<file path="config.mk">
export PLATFORM = sky130hd
export DESIGN_NAME = memref_drain_stream
export DESIGN_NICKNAME = d
export VERILOG_FILES = /design/src/rtl/memref_drain_pkg.sv /design/src/rtl/sync_fifo2.sv /design/src/rtl/memref_drain_stream.sv
export SDC_FILE = /design/constraint.sdc
export NUM_CORES = 1
export LEC_CHECK = 0
export CAP_MARGIN = 10
export CORE_ASPECT_RATIO = 1.75
export CORE_UTILIZATION = 60
export CTS_BUF_LIST = sky130_fd_sc_hd__clkbuf_4
export CTS_CLUSTER_SIZE = 25
export DETAILED_ROUTE_END_ITERATION = 16
export DONT_BUFFER_PORTS = 1
export PLACE_DENSITY = 0.75
export SYNTH_ARGS = -nofsm -noshare
export SYNTH_HDL_FRONTEND = slang
export SYNTH_SLANG_ARGS = --single-unit
export TNS_END_PERCENT = 50
</file>
<file path="constraint.sdc">
create_clock -name clk -period 3.7 [get_ports clk]
set_input_delay 0.74 -clock clk [delete_from_list [all_inputs] [get_ports clk]]
set_output_delay 0.74 -clock clk [all_outputs]
set_load 0.02 [all_outputs]
</file>
<file path="src/rtl/memref_drain_pkg.sv">
// Shared types and constants for the memref drain stream.
package memref_drain_pkg;

  // Drain controller states.
  typedef enum logic [1:0] {
    IDLE  = 2'd0,
    READ  = 2'd1,
    FLUSH = 2'd2,
    DONE  = 2'd3
  } drain_state_t;

  // Output buffer geometry: two entries, occupancy 0..2.
  localparam int unsigned FIFO_DEPTH = 2;
  localparam int unsigned CNT_W      = 2;

  // Address width for a memref of `depth` elements; never narrower than 1 bit.
  function automatic int unsigned addr_width(input int unsigned depth);
    return (depth <= 1) ? 1 : $clog2(depth);
  endfunction

endpackage

</file>
<file path="src/rtl/sync_fifo2.sv">
// Two-entry register FIFO. The head is always slot0. Empty slots read back as zero,
// so dout is 0 whenever the FIFO is empty.
module sync_fifo2
  import memref_drain_pkg::*;
#(
  parameter int unsigned WIDTH = 33
) (
  input  logic             clk,
  input  logic             rst,
  input  logic             push,
  input  logic [WIDTH-1:0] din,
  input  logic             pop,
  output logic [WIDTH-1:0] dout,
  output logic [CNT_W-1:0] cnt
);

  logic [WIDTH-1:0] slot0_q, slot0_d;
  logic [WIDTH-1:0] slot1_q, slot1_d;
  logic [CNT_W-1:0] cnt_q, cnt_d;
  logic             pop_ok;

  // A pop on an empty FIFO is ignored.
  assign pop_ok = pop && (cnt_q != '0);

  // Slot/occupancy update. slot1 is kept at zero whenever it does not hold live data.
  always_comb begin
    slot0_d = slot0_q;
    slot1_d = slot1_q;
    cnt_d   = cnt_q;
    unique case ({push, pop_ok})
      2'b10: begin
        if (cnt_q == '0) slot0_d = din;
        else             slot1_d = din;
        cnt_d = cnt_q + CNT_W'(1);
      end
      2'b01: begin
        slot0_d = slot1_q;
        slot1_d = '0;
        cnt_d   = cnt_q - CNT_W'(1);
      end
      2'b11: begin
        if (cnt_q == CNT_W'(1)) begin
          slot0_d = din;
        end else begin
          slot0_d = slot1_q;
          slot1_d = din;
        end
      end
      default: ;
    endcase
  end

  // Storage registers.
  always_ff @(posedge clk or negedge rst) begin
    if (!rst) begin
      slot0_q <= '0;
      slot1_q <= '0;
      cnt_q   <= '0;
    end else begin
      slot0_q <= slot0_d;
      slot1_q <= slot1_d;
      cnt_q   <= cnt_d;
    end
  end

  assign dout = slot0_q;
  assign cnt  = cnt_q;

endmodule

</file>
<file path="src/rtl/memref_drain_stream.sv">
// Reads a result memref back through a 1-cycle-latency read port and presents it,
// in address order, as a valid/ready stream with a last flag. Reads are credit-limited
// so that buffered plus in-flight elements never exceed the 2-entry output FIFO.
module memref_drain_stream
  import memref_drain_pkg::*;
#(
  parameter int unsigned WIDTH = 32,
  parameter int unsigned DEPTH = 64,
  localparam int unsigned ADDR_W = addr_width(DEPTH)
) (
  input  logic              clk,
  input  logic              rst,
  input  logic              t,
  output logic              Ci_p0_addr_en,
  output logic [ADDR_W-1:0] Ci_p0_addr_data,
  output logic              Ci_p0_rd_en,
  input  logic [WIDTH-1:0]  Ci_p0_rd_data,
  output logic              out_valid,
  input  logic              out_ready,
  output logic [WIDTH-1:0]  out_data,
  output logic              out_last,
  output logic              busy,
  output logic              done
);

  localparam logic [ADDR_W-1:0] LAST_ADDR = ADDR_W'(DEPTH - 1);

  drain_state_t      state_q, state_d;
  logic [ADDR_W-1:0] addr_q, addr_d;
  logic              inflight_q;
  logic              inflight_last_q;

  logic [CNT_W-1:0]  fifo_cnt;
  logic [WIDTH:0]    fifo_dout;
  logic              pop;
  logic              issue;
  logic [2:0]        credit;

  // Beat handshake; the FIFO head drives the stream directly.
  assign out_valid = (fifo_cnt != '0);
  assign pop       = out_valid && out_ready;
  assign out_data  = fifo_dout[WIDTH-1:0];
  assign out_last  = fifo_dout[WIDTH];

  // Credit check: occupancy after this cycle's pop, counting the outstanding read.
  always_comb begin
    credit = 3'(fifo_cnt) + 3'(inflight_q) - 3'(pop);
    issue  = (state_q == READ) && (credit < 3'(FIFO_DEPTH));
  end

  assign Ci_p0_rd_en     = issue;
  assign Ci_p0_addr_en   = issue;
  assign Ci_p0_addr_data = addr_q;
  assign busy            = (state_q == READ) || (state_q == FLUSH);
  assign done            = (state_q == DONE);

  // Next-state and address counter; t only matters in IDLE.
  always_comb begin
    state_d = state_q;
    addr_d  = addr_q;
    unique case (state_q)
      IDLE: begin
        if (t) begin
          state_d = READ;
          addr_d  = '0;
        end
      end
      READ: begin
        if (issue) begin
          if (addr_q == LAST_ADDR) begin
            state_d = FLUSH;
            addr_d  = '0;
          end else begin
            addr_d = addr_q + ADDR_W'(1);
          end
        end
      end
      FLUSH: begin
        if (pop && out_last) state_d = DONE;
      end
      DONE: begin
        state_d = IDLE;
      end
      default: state_d = IDLE;
    endcase
  end

  // Controller registers; the in-flight flag marks read data arriving next cycle.
  always_ff @(posedge clk or negedge rst) begin
    if (!rst) begin
      state_q         <= IDLE;
      addr_q          <= '0;
      inflight_q      <= 1'b0;
      inflight_last_q <= 1'b0;
    end else begin
      state_q         <= state_d;
      addr_q          <= addr_d;
      inflight_q      <= issue;
      inflight_last_q <= issue && (addr_q == LAST_ADDR);
    end
  end

  // Returned read data is buffered together with its last flag.
  sync_fifo2 #(
    .WIDTH (WIDTH + 1)
  ) u_fifo (
    .clk  (clk),
    .rst  (rst),
    .push (inflight_q),
    .din  ({inflight_last_q, Ci_p0_rd_data}),
    .pop  (pop),
    .dout (fifo_dout),
    .cnt  (fifo_cnt)
  );

endmodule

</file>
[After elaboration in Yosys (flattened, before gate mapping)]
Index checks and enable logic that the tools add are counted.
Word-level totals
  bits in latches: 0
  output and inout bits: 44
  memory bits (read-only): 0
  bits in registers: 78
  memories kept: 0
  memory bits (writable): 0
Cells by class
  eq/ne operators: 15
  shift operators: 0
  div/mod/pow operators: 0
  mux-type cells: 16
  add/subtract/negate cells: 5
  reduce and logical (&&, ||, !) cells: 16
  bitwise gates (word level): 0
  order comparisons: 1
  $mul: 0
Operators by type and width (number)
  case mux 33 bit (3 select lines): 2
  two-way mux 33 bit: 4
  two-way mux 6 bit: 3
  case mux 6 bit (2 select lines): 1
  equality test 2 bit, second input constant: 4
  two-way mux 2 bit: 4
  != test 2 bit, second input constant: 4
  case mux 2 bit (4 select lines): 1
  adder 6 x 1 -> 6 bit, second input constant: 1
  equality test 2 x 1 -> 1 bit, second input constant: 3
  equality test 6 bit, second input constant: 1
  != test 2 x 1 -> 1 bit, second input constant: 3
  AND reduction 3 bit: 2
  nonzero test 2 bit: 3
  logical AND 1 bit: 5
  logical NOT 2 bit: 2
  case mux 2 bit (2 select lines): 1
  AND reduction 4 bit: 1
  adder 2 x 1 -> 3 bit: 1
  less-than comparator 3 x 2 -> 1 bit, second input constant: 1
  nonzero test 3 bit: 1
  subtractor 3 x 1 -> 3 bit: 1
  adder 2 x 1 -> 2 bit, second input constant: 1
  AND reduction 2 bit: 1
  2 further kinds: 2

[Logic depth before layout (Yosys ltp)]
  depth in word-level cells: 7
  depth in mapped cells: 11
  gate-level depth less buffers: 10

[Cells and area by module]
From an unflattened synthesis, not the netlist that was laid out.
Second synthesis, totals
  cells, all modules: 416
  area, all modules: 3823.7 µm²
By module, submodules not included
  sync_fifo2: area an instance 3174.3 µm², times used 1, cells an instance 351
  memref_drain_stream: area an instance 649.4 µm², times used 1, cells an instance 65

[Least setup slack after synthesis]
Ideal clock, no wire load.
  kind: in2out
  start: input port out_ready
  end: output port Ci_p0_rd_en
  stages: 8
  setup slack: 0.607 ns
  arrival: 2.353 ns
  data required time: 2.960 ns
  cells stage by stage: nor2b_1 -> ha_1 -> nand2b_1 -> fa_1 -> and2_1 -> nand2_1 -> inv_1 -> buf_4
On the way
  longest elaborated chain between the ends: 4
Ends and longest elaborated chain
  start, declared: line memref_drain_stream.sv:19  | input logic out_ready,
  logical AND 1 bit: line memref_drain_stream.sv:41  | assign pop = out_valid && out_ready;
  subtractor 3 x 1 -> 3 bit: line memref_drain_stream.sv:47  | credit = 3'(fifo_cnt) + 3'(inflight_q) - 3'(pop);
  less-than comparator 3 x 2 -> 1 bit: line memref_drain_stream.sv:48  | issue = (state_q == READ) && (credit < 3'(FIFO_DEPTH));
  logical AND 1 bit: line memref_drain_stream.sv:48
  end, declared: line memref_drain_stream.sv:16  | output logic Ci_p0_rd_en,
Every way passes these cells.

[Worst setup path in the final report]
  start: register u_fifo.cnt_q[1], in the netlist u_fifo.cnt[1]
  end: output port Ci_p0_rd_en
On the way
  longest elaborated chain between the ends: 5
  elaborated cells on any way between the ends: 6
Ends and longest elaborated chain
  start, declared: line sync_fifo2.sv:19  | logic [CNT_W-1:0] cnt_q, cnt_d;
  start signal, assigned: line sync_fifo2.sv:62  | cnt_q <= cnt_d;
  parallel branches: the longest is 2 deep, another holds adder 2 x 1 -> 3 bit
  subtractor 3 x 1 -> 3 bit *: line memref_drain_stream.sv:47
  less-than comparator 3 x 2 -> 1 bit *: line memref_drain_stream.sv:48
  logical AND 1 bit *: line memref_drain_stream.sv:48
Every way passes the cells marked *.

==> summary.txt <==
Outcome
  • Outcome: finished clean

Detailed routing
  • DR iter-0 viols: 193
  • Drc violations: 0
  • DRT Pass-1 Iters: 4
  • DRT antenna net count: 0
  • Routed wire length: 7490 µm
  • Routed len/inst: 16.8 µm
  • DR vias/cell: 5.83
  • Via count: 2,594

Timing
  • RSZ-0062 raised after global routing: no
  • Final Hold Vio Count: 0
  • Setup Skew: 0.00997 ns
  • Least-Margin Pin Slew: 0.592 ns
  • Max-slew headroom at the worst pin: 0.604
  • Final Slew Violations: 0
  • Finish-stage setup viols: 0
  • Setup TNS: 0 ns
  • Crit path time final: 3.54 ns
  • Final period util: 0.958
  • Fmax: 282 MHz

CTS
  • Total clock buffers created by CTS: 9
  • Clock Path Buffers: 2
  • Htree depth: 3
  • TritonCTS Sinks: 78
  • Clock Pin Slew Worst Setup and Hold Paths: 0.11 ns
  • Clock Tree Root: clkbuf_4
  • CTS tree: done
  • Clk Latency, worst-skew pair: 0.42 ns

Setup path
  • R2r endpoint: u_fifo.dout[17]$_DFFE_PN0P_
  • Crit path capture: Ci_p0_rd_en
  • Worst Reg2Reg Path Length in Cells: 8
  • Reg2reg start: u_fifo.cnt[0]$_DFFE_PN0P_
  • Worst path arrival time: 2.80 ns
  • Critical Path Max Stage Delay: 0.47 ns
  • Req. time, crit path: 2.96 ns
  • Crit path launch: u_fifo.cnt[1]$_DFFE_PN0P_
  • Worst Path Buf+Inv: 2
  • Flop-to-flop setup slack: 0.91 ns
  • Crit path max fanout: 5
  • Startpoint types: flop
  • Stages on the worst setup path: 9
  • CP top delay family: adder cells
  • Cell Chain, Critical Path: inv_1, ha_2, nor2b_1, ha_1, nand2b_1, fa_1, and2_1, nand2_1, clkinvlp_4
  • CP max-delay cell: fa_1
  • Crit path capture type: output port
  • Crit Path Category: flop to output port

Global route
  • Vias in the first global route: 2,610
  • Largest net degree at the start of global routing: 79
  • Global-route wire length before repair: 12,300 µm
  • GRT Residual Overflow: 0
  • GRT Resource Usage Total: 0.258
  • Initial antenna violation count: 0

Floorplan
  • Initial core utilization: 0.624
  • Core area: 0.00588 mm²
  • Die W: 61.1 µm
  • Area of the die: 0.00644 mm²
  • Die H: 105 µm
  • Ports: 80
  • Row count: 37

Pwr
  • Final total power: 3.57 mW
  • Combinational Power Share: 0.414
  • Flop pwr share: 0.473
  • PD cells: 934 mW/mm²
  • Peak VDD IR: 0.632 mV
  • LEAKAGE: 1.73 nW
  • Switching pwr: 1.66 mW
  • Switching part of the total: 0.465
  • Clk network pwr share: 0.114
  • Internal power: 1.91 mW

Layout
  • Fraction of layout cells with a size suffix above 1: 0.0899
  • Ant diodes: 0
  • Layout net count: 414
  • Register area: 0.00195 mm²
  • Multi-input gate area: 0.00158 mm²
  • Commonest non-fill, non-tap cell in the layout: dfrtp_1
  • Fillers: 507
  • Commonest cells after routing, fill and taps aside: 77 x dfrtp_1, 72 x nand2_1, 61 x o21ai_0
  • Area Overhead vs Synth: 4.16%

Logic synthesis
  • XOR/XNOR Fraction of Synth Area: 0.00921
  • Register area share after synthesis: 0.532
  • Yosys warnings: 0
  • Syn Area/Cell: 9.83 µm²
  • Simple-Gate Fraction of Synth Area: 0.166
  • Synth Cell Area: 0.00367 mm²
  • Synth Area in Adders: 0.0464
  • Mapped Nets: 422
  • Distinct cell type count after synthesis: 38
  • Cells after Synth: 373
  • Main combinational cell family by area after synthesis: compound AO/OA/AOI/OAI gates
  • Post-synthesis sequential element count: 78
  • Compound-Gate Fraction of Synth Area: 0.198
  • Mux contribution to synthesized area: 0.00614

Placement
  • Gpl congestion: 0.777
  • HPWL after detailed placement: 4980 µm
  • IO Port Bufs: 0

Flow run
  • Max cap viols: 0

Hold path
  • Min-delay worst type: primary input to async pin
## synthesized netlist by cell type, drive strengths merged
cell type   n  area [µm²]
a21bo       2        20.0
buf        17        91.3
mux2        2        22.5
xnor2       3        33.8
nand2      73         274
o311ai      1        8.76
nand3       2        15.0
and3        2        12.5
inv         9        33.8
nand2b     35         219
a31oi       1        21.3
o21bai      2        15.0
and3b       1        8.76
a22oi      33         248
ha         12         150
or2b        1        7.51
a21oi       2        10.0
and2        1        6.26
nor3        2        10.0
nor2b       3        18.8
dfrtp      78        1950
a22o        1        8.76
o21ai      71         363
nor4b       1        8.76
clkbuf      8        30.0
nand4       3        18.8
fa          1        20.0
a21boi      1        7.51
a21o        3        22.5
nor2        2        10.0
## per-stage QoR
stage | std cells | util | setup slack [ns] | hold slack (ns) | area [µm²]
4_1_cts | 445 | 0.649 | 0.0492 | 0.196 | 3820
2_1_floorplan | 373 | - | 0.607 | 0.444 | 3670
6_report | 445 | 0.650 | 0.156 | 0.193 | 3820
5_1_grt | 445 | 0.650 | 0.00465 | 0.193 | 3820
3_3_place_gp | 431 | 0.628 | 0.587 | 0.446 | 3690
3_5_place_dp | 431 | 0.628 | 0.456 | 0.446 | 3690
## flip-flops by register name, summed over array words and instances, names as in the netlist
name,flops
Ci_p0_addr_data,6
u_fifo.cnt,2
inflight_last_q,1
inflight_q,1
u_fifo.slot1_q,33
u_fifo.dout,33
state_q,2
## power groups by stage
stage | clock [mW] | sequential (mW) | combinational [mW]
after detailed placement | 0 | 1.71 | 1.46
after global routing | 0.453 | 1.74 | 1.67
final | 0.406 | 1.69 | 1.48
after floorplan | 0 | 1.63 | 1.22
after CTS | 0.414 | 1.69 | 1.48
after global placement | 0 | 1.68 | 1.39
## metal layers
| metal | wire, µm | GRT usage |
|---|---|---|
| met5 | 0 | 0 |
| met4 | 192 | 0.109 |
| met3 | 401 | 0.0712 |
| met2 | 3850 | 0.419 |
| met1 | 3050 | 0.310 |
## what timing repair did
item | CTS | global route
resized for setup | 1 | 2
endpoints found under the setup margin | 2 | 2
hold endpoints to repair | 78 | 0
setup buffers | 0 | 0
hold buffers | 1 | 0
## worst register-to-register path: cells and delay by family, from the launching register on
family / cells / cell delay (ns)
AO/OA/AOI/OAI: 3 / 0.68
adder cells (fa/ha/maj): 2 / 0.73
buffers and inverters: 2 / 0.45
flip-flops: 1 / 0.42
AND/OR/NAND/NOR: 1 / 0.43
## kinds of logic (layout without fill, tap and decap cells)
| logic type | Yosys count | in the layout |
|---|---|---|
| mux | 2 | 2 |
| flops | 78 | 78 |
| compound gates | 117 | 117 |
| fa+ha+maj | 13 | 13 |
| buf+inv | 34 | 28 |
| simple gates | 126 | 126 |
| xor+xnor | 3 | 3 |
## final cells by class
cell class                 count  share of cell area
multi-input combinational    261               0.413
clock buffer                  10              0.0197
sequential                    78               0.511
clock inverter                 3             0.00393
inverter                       9             0.00983
tap                           78              0.0255
timing repair buffer           6              0.0170
## worst min path at each step
stage,slack [ns],startpoint,to,cells after the start
5_1_grt,0.19,rst,u_fifo.dout[13]$_DFFE_PN0P_,1
3_3_place_gp,0.45,rst,u_fifo.dout[16]$_DFFE_PN0P_,0
3_5_place_dp,0.45,rst,u_fifo.dout[20]$_DFFE_PN0P_,0
2_1_floorplan,0.44,rst,Ci_p0_addr_data[0]$_DFFE_PN0P_,0
4_1_cts,0.20,rst,u_fifo.dout[7]$_DFFE_PN0P_,1
6_report,0.19,rst,u_fifo.dout[18]$_DFFE_PN0P_,1
Power figures use the tool's default switching activity.
